--- config.mk ---
export PLATFORM = sky130hd
export DESIGN_NAME = chrono_lap_timer_flat
export DESIGN_NICKNAME = d
export VERILOG_FILES = /design/src/rtl/chrono_lap_timer_pkg.sv /design/src/rtl/chrono_lap_timer_if.sv /design/src/rtl/chrono_lap_timer_fifo.sv /design/src/rtl/chrono_lap_timer.sv /design/src/flat_wrapper.sv
export SDC_FILE = /design/constraint.sdc
export NUM_CORES = 1
export LEC_CHECK = 0
export ABC_AREA = 1
export BUFFER_PORTS_ARGS = -buffer_cell sky130_fd_sc_hd__clkbuf_2
export CAP_MARGIN = 40
export CORE_MARGIN = 2
export CORE_UTILIZATION = 50
export CTS_CLUSTER_DIAMETER = 60
export DETAILED_ROUTE_END_ITERATION = 12
export GPL_ROUTABILITY_DRIVEN = 0
export MAX_ROUTING_LAYER = met4
export PLACE_DENSITY = 0.69
export SLEW_MARGIN = 20
export SYNTH_ARGS = -nofsm -noshare
export SYNTH_HDL_FRONTEND = slang
export SYNTH_HIERARCHICAL = 1
export SYNTH_SLANG_ARGS = --single-unit
--- constraint.sdc ---
create_clock -name clk -period 7.03 [get_ports clk]
set_input_delay 1.406 -clock clk [delete_from_list [all_inputs] [get_ports clk]]
set_output_delay 1.406 -clock clk [all_outputs]
set_load 0.02 [all_outputs]
--- src/rtl/chrono_lap_timer_pkg.sv ---
// Shared types for the chronometer core:
// FSM states, count direction, lap address width.
package chrono_pkg;

    typedef enum logic [1:0] {
        ST_IDLE  = 2'd0,
        ST_RUN   = 2'd1,
        ST_PAUSE = 2'd2
    } state_e;

    localparam logic DIR_UP   = 1'b0;
    localparam logic DIR_DOWN = 1'b1;

    function automatic int lap_aw(input int depth);
        return (depth > 1) ? $clog2(depth) : 1;
    endfunction

endpackage

--- src/rtl/chrono_lap_timer_if.sv ---
// Command and readout bundle of the chronometer.
// master drives commands, slave is the timer core.
interface chrono_lap_timer_if #(
    parameter int CNT_W     = 16,
    parameter int LAP_DEPTH = 8
);
    import chrono_pkg::*;

    localparam int LAP_AW = lap_aw(LAP_DEPTH);

    logic             start_i;
    logic             stop_i;
    logic             clear_i;
    logic             lap_i;
    logic             dir_i;
    logic             load_i;
    logic [CNT_W-1:0] load_val_i;
    logic             lap_rd_i;
    logic [CNT_W-1:0] value_o;
    logic             running_o;
    logic             expired_o;
    logic [CNT_W-1:0] lap_data_o;
    logic             lap_empty_o;
    logic             lap_full_o;
    logic [LAP_AW:0]  lap_cnt_o;
    logic             lap_ovf_o;

    modport master (
        output start_i, stop_i, clear_i, lap_i,
        output dir_i, load_i, load_val_i, lap_rd_i,
        input  value_o, running_o, expired_o,
        input  lap_data_o, lap_empty_o, lap_full_o,
        input  lap_cnt_o, lap_ovf_o
    );

    modport slave (
        input  start_i, stop_i, clear_i, lap_i,
        input  dir_i, load_i, load_val_i, lap_rd_i,
        output value_o, running_o, expired_o,
        output lap_data_o, lap_empty_o, lap_full_o,
        output lap_cnt_o, lap_ovf_o
    );

endinterface

--- src/rtl/chrono_lap_timer_fifo.sv ---
// First-word fall-through lap FIFO with flush
// and a sticky flag for pushes dropped while full.
module chrono_lap_fifo
    import chrono_pkg::*;
#(
    parameter  int WIDTH = 16,
    parameter  int DEPTH = 8,
    localparam int AW    = lap_aw(DEPTH)
) (
    input  logic             clk,
    input  logic             rst,
    input  logic             flush_i,
    input  logic             push_i,
    input  logic             pop_i,
    input  logic [WIDTH-1:0] data_i,
    output logic [WIDTH-1:0] data_o,
    output logic             empty_o,
    output logic             full_o,
    output logic [AW:0]      cnt_o,
    output logic             ovf_o
);

    logic [WIDTH-1:0] mem_q [DEPTH];
    logic [AW-1:0]    wr_q;
    logic [AW-1:0]    rd_q;
    logic [AW:0]      cnt_q;
    logic             ovf_q;
    logic             do_push;
    logic             do_pop;

    assign empty_o = (cnt_q == '0);
    assign full_o  = (cnt_q == (AW+1)'(DEPTH));
    assign do_pop  = pop_i && !empty_o;
    assign do_push = push_i && (!full_o || do_pop);
    assign data_o  = mem_q[rd_q];
    assign cnt_o   = cnt_q;
    assign ovf_o   = ovf_q;

    // Storage write; contents are don't-care until counted.
    always_ff @(posedge clk) begin
        if (do_push && !flush_i)
            mem_q[wr_q] <= data_i;
    end

    // Pointers, occupancy and overflow; flush beats push/pop.
    always_ff @(posedge clk or posedge rst) begin
        if (rst) begin
            wr_q  <= '0;
            rd_q  <= '0;
            cnt_q <= '0;
            ovf_q <= 1'b0;
        end else if (flush_i) begin
            wr_q  <= '0;
            rd_q  <= '0;
            cnt_q <= '0;
            ovf_q <= 1'b0;
        end else begin
            if (do_push)
                wr_q <= wr_q + 1'b1;
            if (do_pop)
                rd_q <= rd_q + 1'b1;
            unique case ({do_push, do_pop})
                2'b10:   cnt_q <= cnt_q + 1'b1;
                2'b01:   cnt_q <= cnt_q - 1'b1;
                default: cnt_q <= cnt_q;
            endcase
            if (push_i && full_o && !do_pop)
                ovf_q <= 1'b1;
        end
    end

endmodule

--- src/rtl/chrono_lap_timer.sv ---
// Up/down chronometer core with prescaler and lap FIFO.
// Define CHRONO_SPLIT_EN to store split times in the FIFO.
module chrono_lap_timer
    import chrono_pkg::*;
#(
    parameter  int CNT_W     = 16,
    parameter  int PRESCALE  = 5000000,
    parameter  int LAP_DEPTH = 8,
    localparam int LAP_AW    = lap_aw(LAP_DEPTH)
) (
    input logic clk,
    input logic rst,
    chrono_lap_timer_if.slave bus
);

    localparam int PS_W = $clog2(PRESCALE);
    localparam logic [PS_W-1:0] PS_MAX = PS_W'(PRESCALE - 1);

    state_e           state_q;
    logic [PS_W-1:0]  presc_q;
    logic [CNT_W-1:0] value_q;
    logic             dir_q;
    logic             exp_q;
    logic             tick;
    logic             start_ok;
    logic             lap_push;
    logic             lap_full;
    logic             push_ok;
    logic [CNT_W-1:0] lap_wdata;

    assign tick     = (state_q == ST_RUN) && (presc_q == PS_MAX);
    assign start_ok = !(bus.dir_i == DIR_DOWN && value_q == '0);

    assign bus.value_o   = value_q;
    assign bus.running_o = (state_q == ST_RUN);
    assign bus.expired_o = exp_q;

    // Run/pause/idle control, prescaler and time value.
    always_ff @(posedge clk or posedge rst) begin
        if (rst) begin
            state_q <= ST_IDLE;
            presc_q <= '0;
            value_q <= '0;
            dir_q   <= DIR_UP;
            exp_q   <= 1'b0;
        end else begin
            exp_q <= 1'b0;
            if (bus.clear_i) begin
                state_q <= ST_IDLE;
                presc_q <= '0;
                value_q <= '0;
            end else begin
                unique case (state_q)
                    ST_RUN: begin
                        if (bus.stop_i) begin
                            state_q <= ST_PAUSE;
                        end else if (tick) begin
                            presc_q <= '0;
                            if (dir_q == DIR_UP) begin
                                value_q <= value_q + 1'b1;
                            end else begin
                                value_q <= value_q - 1'b1;
                                if (value_q == CNT_W'(1)) begin
                                    exp_q   <= 1'b1;
                                    state_q <= ST_PAUSE;
                                end
                            end
                        end else begin
                            presc_q <= presc_q + 1'b1;
                        end
                    end
                    ST_IDLE, ST_PAUSE: begin
                        if (bus.stop_i) begin
                            state_q <= state_q;
                        end else if (bus.start_i) begin
                            if (start_ok) begin
                                state_q <= ST_RUN;
                                dir_q   <= bus.dir_i;
                            end
                        end else if (bus.load_i) begin
                            value_q <= bus.load_val_i;
                        end
                    end
                    default: state_q <= ST_IDLE;
                endcase
            end
        end
    end

    assign lap_push = bus.lap_i && (state_q != ST_IDLE);
    assign push_ok  = lap_push && !bus.clear_i
                   && (!lap_full || bus.lap_rd_i);
    assign bus.lap_full_o = lap_full;

`ifdef CHRONO_SPLIT_EN
    logic [CNT_W-1:0] last_q;

    assign lap_wdata = value_q - last_q;

    // Reference for split times; only accepted laps move it.
    always_ff @(posedge clk or posedge rst) begin
        if (rst)
            last_q <= '0;
        else if (bus.clear_i)
            last_q <= '0;
        else if (push_ok)
            last_q <= value_q;
    end
`else
    assign lap_wdata = value_q;
`endif

    chrono_lap_fifo #(
        .WIDTH (CNT_W),
        .DEPTH (LAP_DEPTH)
    ) u_fifo (
        .clk     (clk),
        .rst     (rst),
        .flush_i (bus.clear_i),
        .push_i  (lap_push),
        .pop_i   (bus.lap_rd_i),
        .data_i  (lap_wdata),
        .data_o  (bus.lap_data_o),
        .empty_o (bus.lap_empty_o),
        .full_o  (lap_full),
        .cnt_o   (bus.lap_cnt_o),
        .ovf_o   (bus.lap_ovf_o)
    );

endmodule

--- src/flat_wrapper.sv ---
// flat-port wrapper written by rule: the top's interface ports become plain ports
module chrono_lap_timer_flat import chrono_pkg::*;
#(
    parameter  int CNT_W     = 16,
    parameter  int PRESCALE  = 5000000,
    parameter  int LAP_DEPTH = 8,
    localparam int LAP_AW    = lap_aw(LAP_DEPTH)
)
  (clk, rst, bus_start_i, bus_stop_i, bus_clear_i, bus_lap_i, bus_dir_i, bus_load_i, bus_load_val_i, bus_lap_rd_i, bus_value_o, bus_running_o, bus_expired_o, bus_lap_data_o, bus_lap_empty_o, bus_lap_full_o, bus_lap_cnt_o, bus_lap_ovf_o);
  chrono_lap_timer_if #(.CNT_W(CNT_W), .LAP_DEPTH(LAP_DEPTH)) bus_i ();
  input logic clk;
  input logic rst;
  input wire logic [$bits(bus_i.start_i)-1:0] bus_start_i;
  input wire logic [$bits(bus_i.stop_i)-1:0] bus_stop_i;
  input wire logic [$bits(bus_i.clear_i)-1:0] bus_clear_i;
  input wire logic [$bits(bus_i.lap_i)-1:0] bus_lap_i;
  input wire logic [$bits(bus_i.dir_i)-1:0] bus_dir_i;
  input wire logic [$bits(bus_i.load_i)-1:0] bus_load_i;
  input wire logic [$bits(bus_i.load_val_i)-1:0] bus_load_val_i;
  input wire logic [$bits(bus_i.lap_rd_i)-1:0] bus_lap_rd_i;
  output wire logic [$bits(bus_i.value_o)-1:0] bus_value_o;
  output wire logic [$bits(bus_i.running_o)-1:0] bus_running_o;
  output wire logic [$bits(bus_i.expired_o)-1:0] bus_expired_o;
  output wire logic [$bits(bus_i.lap_data_o)-1:0] bus_lap_data_o;
  output wire logic [$bits(bus_i.lap_empty_o)-1:0] bus_lap_empty_o;
  output wire logic [$bits(bus_i.lap_full_o)-1:0] bus_lap_full_o;
  output wire logic [$bits(bus_i.lap_cnt_o)-1:0] bus_lap_cnt_o;
  output wire logic [$bits(bus_i.lap_ovf_o)-1:0] bus_lap_ovf_o;
  assign bus_i.start_i = bus_start_i;
  assign bus_i.stop_i = bus_stop_i;
  assign bus_i.clear_i = bus_clear_i;
  assign bus_i.lap_i = bus_lap_i;
  assign bus_i.dir_i = bus_dir_i;
  assign bus_i.load_i = bus_load_i;
  assign bus_i.load_val_i = bus_load_val_i;
  assign bus_i.lap_rd_i = bus_lap_rd_i;
  assign bus_value_o = bus_i.value_o;
  assign bus_running_o = bus_i.running_o;
  assign bus_expired_o = bus_i.expired_o;
  assign bus_lap_data_o = bus_i.lap_data_o;
  assign bus_lap_empty_o = bus_i.lap_empty_o;
  assign bus_lap_full_o = bus_i.lap_full_o;
  assign bus_lap_cnt_o = bus_i.lap_cnt_o;
  assign bus_lap_ovf_o = bus_i.lap_ovf_o;
  chrono_lap_timer #(.CNT_W(CNT_W), .PRESCALE(PRESCALE), .LAP_DEPTH(LAP_DEPTH)) u_core (.clk(clk), .rst(rst), .bus(bus_i));
endmodule
### Word-level counts from Yosys, hierarchy flattened

Memory sizes are Yosys's and may differ from the RTL's.
Cells that the tools add are included.

| storage, ports and cells | value |
|---|---|
| input port bits | 25 |
| memories kept | 1 |
| flip-flop bits (word level) | 54 |
| memory bits (writable) | 128 |
| output and inout bits | 41 |
| word-level logic and storage cells | 103 |

| operators by class | value |
|---|---|
| muxes and demuxes | 37 |
| reductions and logical operators | 28 |
| bitwise logic cells | 3 |
| $add $sub $neg | 7 |
| equality and inequality tests | 18 |

Memory list:

| name | words | width | rd ports | clocked after memory_dff | wr ports | RTL line | source |
|---|---|---|---|---|---|---|---|
| u_core.u_fifo.mem_q | 8 | 16 | 1 | 0 | 1 | chrono_lap_timer_fifo.sv:23 | `logic [WIDTH-1:0] mem_q [DEPTH];` |

Operators by type and width:

| cell | count |
|---|---|
| $mux 16 | 7 |
| $mux 23 | 4 |
| $pmux 16 s2 | 1 |
| $add 23x1->23 const B | 1 |
| $eq 23x23->1 const B | 1 |
| $ne 3x3->1 const B | 6 |
| $add 16x1->16 const B | 1 |
| $eq 16x1->1 const B | 1 |
| $logic_not 16->1 | 1 |
| $mux 2 | 8 |
| $sub 16x1->16 const B | 1 |
| $mux 3 | 4 |
| $ne 4x3->1 const B | 3 |
| $reduce_and 6->1 | 2 |
| $mux 1 | 10 |
| $reduce_bool 2->1 | 5 |
| $logic_and 1x1->1 | 8 |
| $pmux 4 s2 | 1 |
| $add 3x1->3 const B | 2 |
| $reduce_bool 3->1 | 2 |
| $reduce_and 5->1 | 1 |
| $add 4x1->4 const B | 1 |
| $eq 2x1->1 const B | 2 |
| $eq 2x2->1 const B | 2 |
| other kinds (13) | 18 |

### Longest topological paths before layout

Gate-level depths: netlist (run 1).

| logic depth | value |
|---|---|
| depth after elaboration | 8 |
| mapped depth | 15 |
| gate-level depth less buffers | 13 |

### By module

The synthesis (run 1) kept the hierarchy.

Modules (own cells, without submodules):

| module | cells each | instances | area each (µm²) | seq. area each (µm²) |
|---|---|---|---|---|
| chrono_lap_fifo | 494 | 1 | 5783.0 | 4119.0 |
| chrono_lap_timer | 519 | 1 | 3249.4 | 1076.0 |

### Least setup slack after synthesis (run 1)

No wires, ideal clock.

| timing path | value |
|---|---|
| kind | input-to-reg |
| from | input port bus_lap_i |
| to | memory u_core.u_fifo.mem_q[1][0] (enable) |
| buffers on the path | 0 |
| cell stages on the path | 5 |
| slack | 4.050 ns |
| required time | 6.642 ns |
| arrival | 2.592 ns |
| library setup time | 0.388 ns |
| path through | o21a_1 > nand2_4 > nor2_8 > nand2_4 > nor2_1 |

| on the way | value |
|---|---|
| cells in the longest elaborated chain, start to end | 5 |

Ends and longest elaborated chain:

| element | RTL line | source |
|---|---|---|
| start, declared | flat_wrapper.sv:16 | `input wire logic [$bits(bus_i.lap_i)-1:0] bus_lap_i;` |
| $logic_and 1x1->1 | chrono_lap_timer.sv:90 | `assign lap_push = bus.lap_i && (state_q != ST_IDLE);` |
| $logic_and 1x1->1 | chrono_lap_timer_fifo.sv:34 | `assign do_push = push_i && (!full_o \|\| do_pop);` |
| $logic_and 1x1->1 | chrono_lap_timer_fifo.sv:41 | `if (do_push && !flush_i)` |
| $mux 1 | chrono_lap_timer_fifo.sv:41 |  |
| $mux 1 (not written as such) | chrono_lap_timer_fifo.sv:42 | `mem_q[wr_q] <= data_i;` |
| end, declared | chrono_lap_timer_fifo.sv:23 |  |

No other way between the ends.

### Worst setup path after layout (run 1)

| timing path | value |
|---|---|
| from | register u_core.u_fifo.rd_q[2] |
| to | output port bus_lap_data_o[15] |

| on the way | value |
|---|---|
| cells in the longest elaborated chain, start to end | 1 |

Ends and longest elaborated chain:

| element | RTL line | source |
|---|---|---|
| start, declared | chrono_lap_timer_fifo.sv:25 | `logic [AW-1:0] rd_q;` |
| start signal, assigned | chrono_lap_timer_fifo.sv:61 | `rd_q <= rd_q + 1'b1;` |
| $mem_v2 8x16 | n/a |  |
| end, declared | flat_wrapper.sv:24 | `output wire logic [$bits(bus_i.lap_data_o)-1:0] bus_lap_data_o;` |

No other way between the ends.

==> summary.txt, run 1 <==
Outcome
  • Status: finished clean

Timing
  • Final Hold Fails: 0
  • Final min period: 4.019 ns
  • Setup tns final: 0 ns
  • Final critical-path share of the clock period: 57.16%
  • Max-slew violation count: 0
  • Max transition margin: 44.24%
  • Measured slew at the worst slew-check pin: 0.8308 ns
  • RSZ-0062 raised after global routing: false
  • Final clock skew: 0.01234 ns
  • Final setup fails: 0
  • FMAX: 248.8 MHz

Setup path
  • Startpoint class of the critical path: register
  • Most used cell, CP: nand2_1
  • CP arrival: 2.61 ns
  • R2R cell count: 14
  • Critical Path Fanout Max: 18
  • Reg2Reg Setup Slack: 4.41 ns
  • Worst flop-to-flop path endpoint: u_core/u_fifo/cnt_o[3]
  • Cell breakdown of the critical path: clkinv_1 > nand2_1 > nand2_1 > clkbuf_2
  • Worst path required time: 5.62 ns
  • CP max stage delay: 0.84 ns
  • Worst flop-to-flop path startpoint: u_core/state_q[0]
  • Critical path type: register to output port
  • Slowest-stage cell, CP: dfrtp_1
  • CP Capture Type: output port

Logic synthesis
  • Cell accounting for the most synthesized area: edfxtp_1
  • Top post-synthesis cells by area: edfxtp_1, dfrtp_1, nand2_1
  • Post-synth EDFFs: 128
  • Sequential fraction of the synthesis area: 57.51%
  • Synthesis-stage register bit count: 182
  • Mean post-synth cell area: 8.916 sq um
  • Yosys top cell area share: 42.55%
  • Unique masters post-synth: 36
  • FFs w/ async S/R, synth: 29.67%
  • Synth warn: 6
  • Most used DFF post-synth: edfxtp_1
  • Synth Cell Area: 9032 sq um
  • Gate Count Post-Synth: 1013
  • Post-Syn Nets: 1047

Die
  • Die ar.: 19160 sq um
  • Initial core utilization: 50.63%
  • Die Y: 138.4 um
  • Width of the die: 138.4 um
  • Ports: 66
  • Core Rows: 49
  • Core area: 17840 sq um

Min path
  • Worst hold path stage count: 1
  • Hold EP: u_core/u_fifo/ovf_o
  • Class of the worst hold path: register to register
  • Hold Startpoint: u_core/u_fifo/ovf_o

Global route
  • Remaining Overflow, GRT: 0
  • Antenna violations before repair: 0
  • First-pass GRT wire length: 33.22 mm
  • Total track usage: 22.73%
  • Largest net degree at the start of global routing: 43
  • Number of global-route vias before repair: 6430

Power
  • Max rail drop VDD: 0.1889 mV
  • PwrDens: 259.2 nW/um^2
  • Leakage: 4.300 nW

Placed design
  • HPWL after detailed placement: 13.58 mm
  • Placed Area: 9657 sq um
  • Port-buffer cells: 65

Clock network
  • CTS resizes: 0
  • Worst skew pair latency: 0.44 ns
  • CTS tree: built
  • H-tree levels: 4
  • CTS root buffer: clkbuf_16
  • TritonCTS buffer count: 17
  • Sink Count: 182
  • Maximum root-to-sink buffer count: 2
  • Reg clk slew, reported paths: 0.07 ns
  • CTS Hold Bufs: 0
  • Postcts setup bufs: 0

Layout
  • Fillers: 1585
  • Multi-input logic area: 3332 sq um
  • Design Area, Final: 10240 sq um
  • Share of cells above drive strength 1: 13.98%
  • Synthesis-to-layout area growth: 13.34%
  • Util after Layout: 57.38%
  • Seq. cell area: 5197 sq um
  • Ant. Diodes: 0
  • # nets final: 1108

Routing
  • First-pass DRT Iterations: 5
  • WL/cell: 15.69 um
  • Drt total wl: 20.65 mm
  • Drt via density: 5.309
  • Residual DRC: 0
  • Vias: 6987
  • First DRT Iteration DRCs: 538
  • DRT antenna net count: 0

Run
  • Total of max-cap violations: 0
[stage by stage]
step	power [mW]	hold slack [ns]	setup WS, ns	cells
after detailed placement	1.750	0.4847	3.456	1284
final	2.654	0.4941	3.011	1316
after global routing	2.777	0.5040	2.833	1316
after floorplan	1.605	0.4710	4.050	1013
after CTS	2.673	0.5007	2.977	1316
after global placement	1.721	0.4824	3.045	1275
[cell type report]
class | count | area share (%)
Sequential cell | 182 | 50.77
Multi-Input combinational cell | 711 | 32.55
Timing Repair Buffer | 79 | 5.170
Clock buffer | 17 | 4.155
Inverter | 83 | 3.043
Tap cell | 229 | 2.799
Clock inverter | 15 | 1.516
[cells by family after synthesis]
kind of cell	Yosys count	share of synthesized area (%)
buf+inv	120	5.596
xor+xnor	12	1.164
fa+ha+maj	9	1.330
simple gates	543	25.81
flops	182	57.51
compound gates	147	8.588
[synthesized netlist by cell type (11+ instances only)]
master	instances
nor2_2	12
nor2_1	182
nand4_1	16
edfxtp_1	128
nand3_1	81
dfrtp_1	54
nand2_1	231
clkbuf_1	11
o21ai_0	92
inv_1	75
o21ai_1	34
buf_2	17
[layer usage]
layer  track usage (%)  wire [um]  up-vias  share of wire [%]
met4             6.552        337        0                1.6
met5                 -          0        -                  0
met1             29.62       9193     3278                 45
met2             36.56      10070      191                 49
li1                  -          -     3495                  -
met3             4.503       1048       23                5.1
[cells in the final DEF (no fill, tap or decap), drive strengths merged, types with 10 or more instances in the layout]
cell type / n
a21oi: 10
buf: 14
clkbuf: 82
dfrtp: 54
edfxtp: 128
inv: 89
nand2: 240
nand3: 83
nand4: 16
nor2: 198
o21ai: 127
[state kept, by name (all words and copies together) (netlist names)]
| register | count |
|---|---|
| u_core/bus.expired_o | 1 |
| u_core/bus.value_o | 16 |
| u_core/dir_q | 1 |
| u_core/presc_q | 23 |
| u_core/state_q | 2 |
| u_core/u_fifo/cnt_o | 4 |
| u_core/u_fifo/mem_q | 128 |
| u_core/u_fifo/ovf_o | 1 |
| u_core/u_fifo/rd_q | 3 |
| u_core/u_fifo/wr_q | 3 |
[how the worst max path moves through the flow]
| stage | start | to | cells past startpoint |
|---|---|---|---|
| 3_5_place_dp | u_core/u_fifo/rd_q[2] | bus_lap_data_o[15] | 4 |
| 6_report | u_core/u_fifo/rd_q[2] | bus_lap_data_o[15] | 4 |
| 3_3_place_gp | u_core/u_fifo/rd_q[0] | bus_lap_data_o[15] | 6 |
| 2_1_floorplan | bus_lap_i | u_core/u_fifo/mem_q[1][0] | 5 |
| 4_1_cts | u_core/u_fifo/rd_q[2] | bus_lap_data_o[15] | 4 |
| 5_1_grt | u_core/u_fifo/rd_q[2] | bus_lap_data_o[6] | 4 |
[where the power goes]
part / switching [mW] / leakage [nW] / internal [mW] / total, mW
clock network: 0.453 / 0.285 / 0.474 / 0.927
logic: 0.289 / 2.11 / 0.146 / 0.435
registers: 0.0943 / 1.90 / 1.20 / 1.29
[critical path, delay by kind of cell, from the launching register on]
| kind | cells | cell delay, ns |
|---|---|---|
| buffers and inverters | 2 | 0.97 |
| AND/OR/NAND/NOR | 2 | 0.36 |
| flip-flops | 1 | 0.84 |
Power figures use the tool's default switching activity.
==> run 2: changes to the inputs <==
==> constraint.sdc (replaced) <==
create_clock -name clk -period 3.8 [get_ports clk]
set_input_delay 0.76 -clock clk [delete_from_list [all_inputs] [get_ports clk]]
set_output_delay 0.76 -clock clk [all_outputs]
set_load 0.02 [all_outputs]
==> run 2 against run 1 <==
  * Critical path depth up 3
  * Register-to-register slack worse by 2.8 ns
  * Worst setup slack worse by 2.1 ns
  * Clock power up 84%
  * Sequential share of layout area up 0.20 points
  * Die area unchanged
  * Largest cell class unchanged
  * Critical path type unchanged
  * Final cell count up 0.38%
  * Combinational power up 88%
  * First-iteration DRC count up 19%
  * Via count up 0.66%
  * Design area down 0.39%
==> summary.txt, run 2 (synthesized netlist as in run 1, its figures left out) <==
Outcome
  • Status: finished clean

Placed design
  • Port-buffer cells: 65 (unchanged)
  • Pre-CTS setup slack: 1.234 ns (-2.222 ns)
  • HPWL after detailed placement: 13.69 mm (+0.78%)
  • Placed cell count: 1287 (+0.23%)

Clock network
  • H-tree levels: 4 (unchanged)
  • CTS resizes: 0 (unchanged)
  • CTS tree: built
  • Postcts setup bufs: 0 (unchanged)
  • CTS root buffer: clkbuf_16
  • TritonCTS buffer count: 17 (unchanged)
  • CTS Hold Bufs: 0 (unchanged)
  • Sink Count: 182 (unchanged)
  • Reg clk slew, reported paths: 0.07 ns (about the same)
  • Maximum root-to-sink buffer count: 2 (unchanged)
  • Worst skew pair latency: 0.43 ns (about the same)

Die
  • Die ar.: 19160 sq um (unchanged)
  • Die Y: 138.4 um (unchanged)
  • Core area: 17840 sq um (unchanged)
  • Ports: 66 (unchanged)
  • Initial core utilization: 50.63% (unchanged)
  • Width of the die: 138.4 um (unchanged)
  • Core Rows: 49 (unchanged)

Global route
  • Largest net degree at the start of global routing: 66 (+53%)
  • Antenna violations before repair: 0 (unchanged)
  • Total track usage: 22.67% (-0.059 points)
  • First-pass GRT wire length: 33.54 mm (+0.95%)
  • Number of global-route vias before repair: 6486 (+0.87%)
  • Remaining Overflow, GRT: 0 (unchanged)

Layout
  • Share of cells above drive strength 1: 14.29% (+0.30 points)
  • Largest register FFs: 128 (unchanged)
  • Commonest non-fill, non-tap cell in the layout: nand2_1
  • Commonest non-fill, non-tap cells in the layout: nand2_1, nor2_1, edfxtp_1, o21ai_0, nand3_1
  • Biggest register: u_core/u_fifo/mem_q
  • Synthesis-to-layout area growth: 12.90%
  • Ant. Diodes: 0 (unchanged)
  • # nets final: 1113 (+0.45%)
  • Non-filler cells, final: 1321 (+0.38%)

Setup path
  • Critical Path Fanout Max: 30 (+12)
  • CP arrival: 2.13 ns (-0.48 ns)
  • Critical path type: register to output port
  • Worst path required time: 3.04 ns (-2.58 ns)
  • CP Capture Type: output port
  • Startpoint class of the critical path: register
  • Reg2Reg Setup Slack: 1.59 ns (-2.82 ns)

Timing
  • Setup tns final: 0 ns (unchanged)
  • Final Hold Fails: 0 (unchanged)
  • Final critical-path share of the clock period: 76.04%
  • Max transition margin: 50.62% (+6.4 points)
  • Final clock skew: 0.009561 ns (-0.002779 ns)
  • Final setup fails: 0 (unchanged)
  • Final min period: 2.889 ns
  • Max-slew violation count: 0 (unchanged)
  • Worst setup margin: 0.9106 ns (-2.101 ns)
  • FMAX: 346.1 MHz
  • RSZ-0062 raised after global routing: false
  • Measured slew at the worst slew-check pin: 0.7358 ns (-0.09500 ns)

Power
  • Max rail drop VDD: 0.3028 mV (+60%)
  • Leakage: 4.306 nW (+0.13%)
  • PwrDens: 480.0 nW/um^2 (+85%)

Routing
  • WL/cell: 15.56 um (-0.82%)
  • Residual DRC: 0 (unchanged)
  • DRT antenna net count: 0 (unchanged)
  • Drt total wl: 20.55 mm (-0.44%)
  • Vias: 7033 (+0.66%)
  • First-pass DRT Iterations: 5 (unchanged)
  • First DRT Iteration DRCs: 640 (+19%)
  • Drt via density: 5.324 (+0.28%)

Run
  • Total of max-cap violations: 0 (unchanged)

Min path
  • Class of the worst hold path: input port to asynchronous set/reset pin
run 2: final cells by class:
class                           instances  area, sq um
Fill cell                            1564         7644
Sequential cell                       182         5197
Multi-Input combinational cell        711         3332
Timing Repair Buffer                   84        488.0
Clock buffer                           19        454.2
Inverter                               83        311.5
Tap cell                              229        286.5
Clock inverter                         13        127.6
run 2: path summary, 6_finish.rpt:
check / startpoint / end / cells past startpoint
min reg2reg: u_core/u_fifo/ovf_o / u_core/u_fifo/ovf_o / 1
max: u_core/u_fifo/rd_q[0] / bus_lap_data_o[15] / 7
min in group clk: u_core/u_fifo/ovf_o / u_core/u_fifo/ovf_o / 1
max reg2reg: u_core/state_q[1] / u_core/u_fifo/cnt_o[3] / 13
min: rst / u_core/presc_q[19] / 2
max in group asynchronous: rst / u_core/bus.value_o[10] / 3
run 2: per-layer routing:
layer / GRT usage, % / vias to the layer above / part of all wire, %
met2: 35.64 / 238 / 48
li1: - / 3504 / -
met1: 30.89 / 3271 / 45
met4: 5.639 / 0 / 0.93
met3: 4.157 / 20 / 6.0
met5: - / - / 0
run 2: power by group:
group	switching [mW]	internal, mW	total, mW
combinational	0.567	0.253	0.819
clock	0.799	0.911	1.71
sequential	0.149	2.22	2.36
total	1.52	3.38	4.89
run 2: through the flow:
stage          area (sq um)  hold slack (ns)  power [mW]  utilization [%]
5_1_grt               10200           0.2849       5.134            57.16
3_3_place_gp           9573           0.4965       3.209            53.66
2_1_floorplan          9032           0.4710       2.968                -
6_report              10200           0.2621       4.894            57.16
4_1_cts               10170           0.2530       4.935            57.03
3_5_place_dp           9593           0.4936       3.226            53.77
run 2: critical path, cell delays in order (launching register included):
cell,delay [ns]
dfrtp_2,0.40
inv_2,0.37
buf_4,0.34
nor2_1,0.08
o21ai_1,0.16
nand2_1,0.06
nand2_1,0.09
clkbuf_2,0.19
==> run 3: changes to the inputs <==
--- a/config.mk
+++ b/config.mk
@@ -14,7 +14,7 @@
 export DETAILED_ROUTE_END_ITERATION = 12
 export GPL_ROUTABILITY_DRIVEN = 0
 export MAX_ROUTING_LAYER = met4
-export PLACE_DENSITY = 0.69
+export PLACE_DENSITY = 0.72
 export SLEW_MARGIN = 20
 export SYNTH_ARGS = -nofsm -noshare
 export SYNTH_HDL_FRONTEND = slang
==> constraint.sdc (replaced) <==
create_clock -name clk -period 2.36 [get_ports clk]
set_input_delay 0.472 -clock clk [delete_from_list [all_inputs] [get_ports clk]]
set_output_delay 0.472 -clock clk [all_outputs]
set_load 0.02 [all_outputs]
==> run 3 against run 2 <==
  * The flow now finishes with violations (negative setup slack)
  * Sequential power up 56%
  * Total power grew 71%
  * Wire length grew 9.6%
  * Global-route usage decreased by 0.21 points
  * Non-clock buffer count is 29 higher
==> summary.txt, run 3 (synthesized netlist as in run 1, its figures left out) <==
Power
  • Max rail drop VDD: 0.7226 mV (+140%)
  • Clock share of power: 33.2% (-1.7 points)
  • Leakage: 4.511 nW (+4.8%)
  • NetSw: 2.629 mW (+73%)
  • P_int: 5.749 mW (+70%)
  • Register share of total power: 43.9% (-4.4 points)
  • Sw frac: 31.38% (+0.42 points)
  • PwrDens: 785.1 nW/um^2 (+64%)
  • Comb pwr share: 22.9% (+6.2 points)

Placed design
  • Port-buffer cells: 65 (unchanged)
  • Placed cell count: 1308 (+1.6%)
  • Pre-CTS setup slack: 0.3119 ns (-0.9221 ns)
  • HPWL after detailed placement: 13.68 mm (about the same)

Setup path
  • Slowest-stage cell, CP: dfrtp_2
  • Critical Path Fanout Max: 16 (-47%)
  • CP Capture Type: output port
  • Critical path type: register to output port
  • Worst flop-to-flop path startpoint: u_core/u_fifo/cnt_o[0]
  • CP max stage delay: 0.48 ns (+0.08 ns)
  • CP arrival: 1.92 ns (-0.21 ns)
  • Worst path required time: 1.89 ns (-1.15 ns)
  • Startpoint class of the critical path: register
  • R2R cell count: 13 (unchanged)
  • Worst flop-to-flop path endpoint: u_core/u_fifo/cnt_o[3]
  • Cell breakdown of the critical path: inv_4 > clkbuf_16 > o21ai_0 > o21ai_0 > nand2_1 > nand2_1 > buf_6
  • Reg2Reg Setup Slack: 0.38 ns (-1.21 ns)

Layout
  • Commonest non-fill, non-tap cells in the layout: nand2_1, nor2_1, edfxtp_1, nand3_1, inv_1
  • Share of cells above drive strength 1: 17.95% (+3.7 points)
  • Synthesis-to-layout area growth: 18.15%
  • Biggest register: u_core/u_fifo/mem_q
  • Commonest non-fill, non-tap cell in the layout: nand2_1
  • Largest register FFs: 128 (unchanged)
  • Ant. Diodes: 0 (unchanged)
  • # nets final: 1142 (+2.6%)
  • Non-filler cells, final: 1349 (+2.1%)

Global route
  • First-pass GRT wire length: 33.53 mm (about the same)
  • Antenna violations before repair: 0 (unchanged)
  • Remaining Overflow, GRT: 0 (unchanged)
  • Largest net degree at the start of global routing: 67 (+1.5%)
  • Number of global-route vias before repair: 6757 (+4.2%)
  • Total track usage: 22.46% (-0.21 points)

Timing
  • Worst setup margin: -0.03331 ns (-0.9439 ns)
  • Final min period: 2.393 ns
  • Max transition margin: 59.32% (+8.7 points)
  • Final critical-path share of the clock period: 101.4%
  • Final Hold Fails: 0 (unchanged)
  • RSZ-0062 raised after global routing: true
  • Hold slack: 0.02725 ns (-0.2349 ns)
  • FMAX: 417.8 MHz
  • Max-slew violation count: 0 (unchanged)
  • Measured slew at the worst slew-check pin: 0.6094 ns (-0.1264 ns)
  • Final setup fails: 2 (+2)
  • Final clock skew: 0.008845 ns (-0.0007156 ns)

Die
  • Die ar.: 19160 sq um (unchanged)
  • Ports: 66 (unchanged)
  • Core area: 17840 sq um (unchanged)
  • Die Y: 138.4 um (unchanged)
  • Width of the die: 138.4 um (unchanged)
  • Initial core utilization: 50.63% (unchanged)
  • Core Rows: 49 (unchanged)

Routing
  • Drt via density: 5.410 (+1.6%)
  • DRT antenna net count: 0 (unchanged)
  • Vias: 7298 (+3.8%)
  • First DRT Iteration DRCs: 641 (+0.16%)
  • Drt total wl: 22.52 mm (+9.6%)
  • WL/cell: 16.69 um (+7.3%)
  • First-pass DRT Iterations: 5 (unchanged)
  • Residual DRC: 0 (unchanged)

Outcome
  • Status: complete, but fails checks
  • Failing checks: negative setup slack

Clock network
  • CTS root buffer: clkbuf_16
  • Sink Count: 182 (unchanged)
  • Maximum root-to-sink buffer count: 2 (unchanged)
  • TritonCTS buffer count: 17 (unchanged)
  • CTS tree: built
  • Worst skew pair latency: 0.44 ns (about the same)
  • Reg clk slew, reported paths: 0.07 ns (about the same)
  • H-tree levels: 4 (unchanged)

Run
  • Total of max-cap violations: 0 (unchanged)

Min path
  • Class of the worst hold path: input port to asynchronous set/reset pin
-- run 3: worst max path at each step --
stage	start	endpoint	slack, ns	cells after the start
2_1_floorplan	u_core/state_q[0]	u_core/u_fifo/mem_q[1][0]	0.04	7
3_3_place_gp	bus_lap_i	u_core/u_fifo/cnt_o[3]	0.36	14
3_5_place_dp	bus_lap_i	u_core/u_fifo/cnt_o[3]	0.31	14
4_1_cts	u_core/u_fifo/rd_q[0]	bus_lap_data_o[10]	0.02	8
5_1_grt	u_core/u_fifo/rd_q[0]	bus_lap_data_o[1]	-0.11	7
6_report	u_core/u_fifo/rd_q[0]	bus_lap_data_o[1]	-0.03	7
-- run 3: worst max-delay path: cells and delay by family, from the launching register on --
| family | cells | cell delay, ns |
|---|---|---|
| buf+inv | 3 | 0.42 |
| compound gates | 2 | 0.41 |
| flops | 1 | 0.48 |
| simple gates | 2 | 0.15 |
-- run 3: metrics by stage --
stage               total power, mW  instance area (sq um)  TNS (ns)  utilization, %
finish                        8.378                  10670  -0.05067           59.81
floorplan                     4.780                   9032         0               -
global placement              5.276                   9788         0           54.86
CTS                           8.054                  10360         0           58.06
global route                  8.721                  10670   -0.6511           59.81
detailed placement            5.300                   9788         0           54.86
-- run 3: final cells by class --
class                   instances  area [sq um]
multi-input cells             711          3395
flip-flops and latches        182          5197
inverters                      83         317.8
repair buffers                113         904.6
clock buffers                  18         429.2
fillers                      1465          7169
clock inverters                13         141.4
well taps                     229         286.5
-- run 3: power groups by stage --
stage	clock network, mW	registers, mW	logic, mW
after global placement	0	3.73	1.55
after global routing	2.94	3.69	2.09
after CTS	2.81	3.66	1.58
final	2.78	3.67	1.92
after detailed placement	0	3.73	1.57
after floorplan	0	3.82	0.956
-- run 3: timing repair --
action,in CTS,in global routing
endpoints found under the setup margin,1,16
buffers inserted,0,2
pin swaps,0,3
gates cloned,0,8
hold buffers,0,0
resized for setup,1,82
-- run 3: layer usage --
metal	GRT usage (%)	up-vias	routed length (um)
met5	-	-	0
met3	4.364	26	1496
met2	36.01	274	11060
met1	29.68	3444	9711
li1	-	3554	-
met4	5.854	0	255
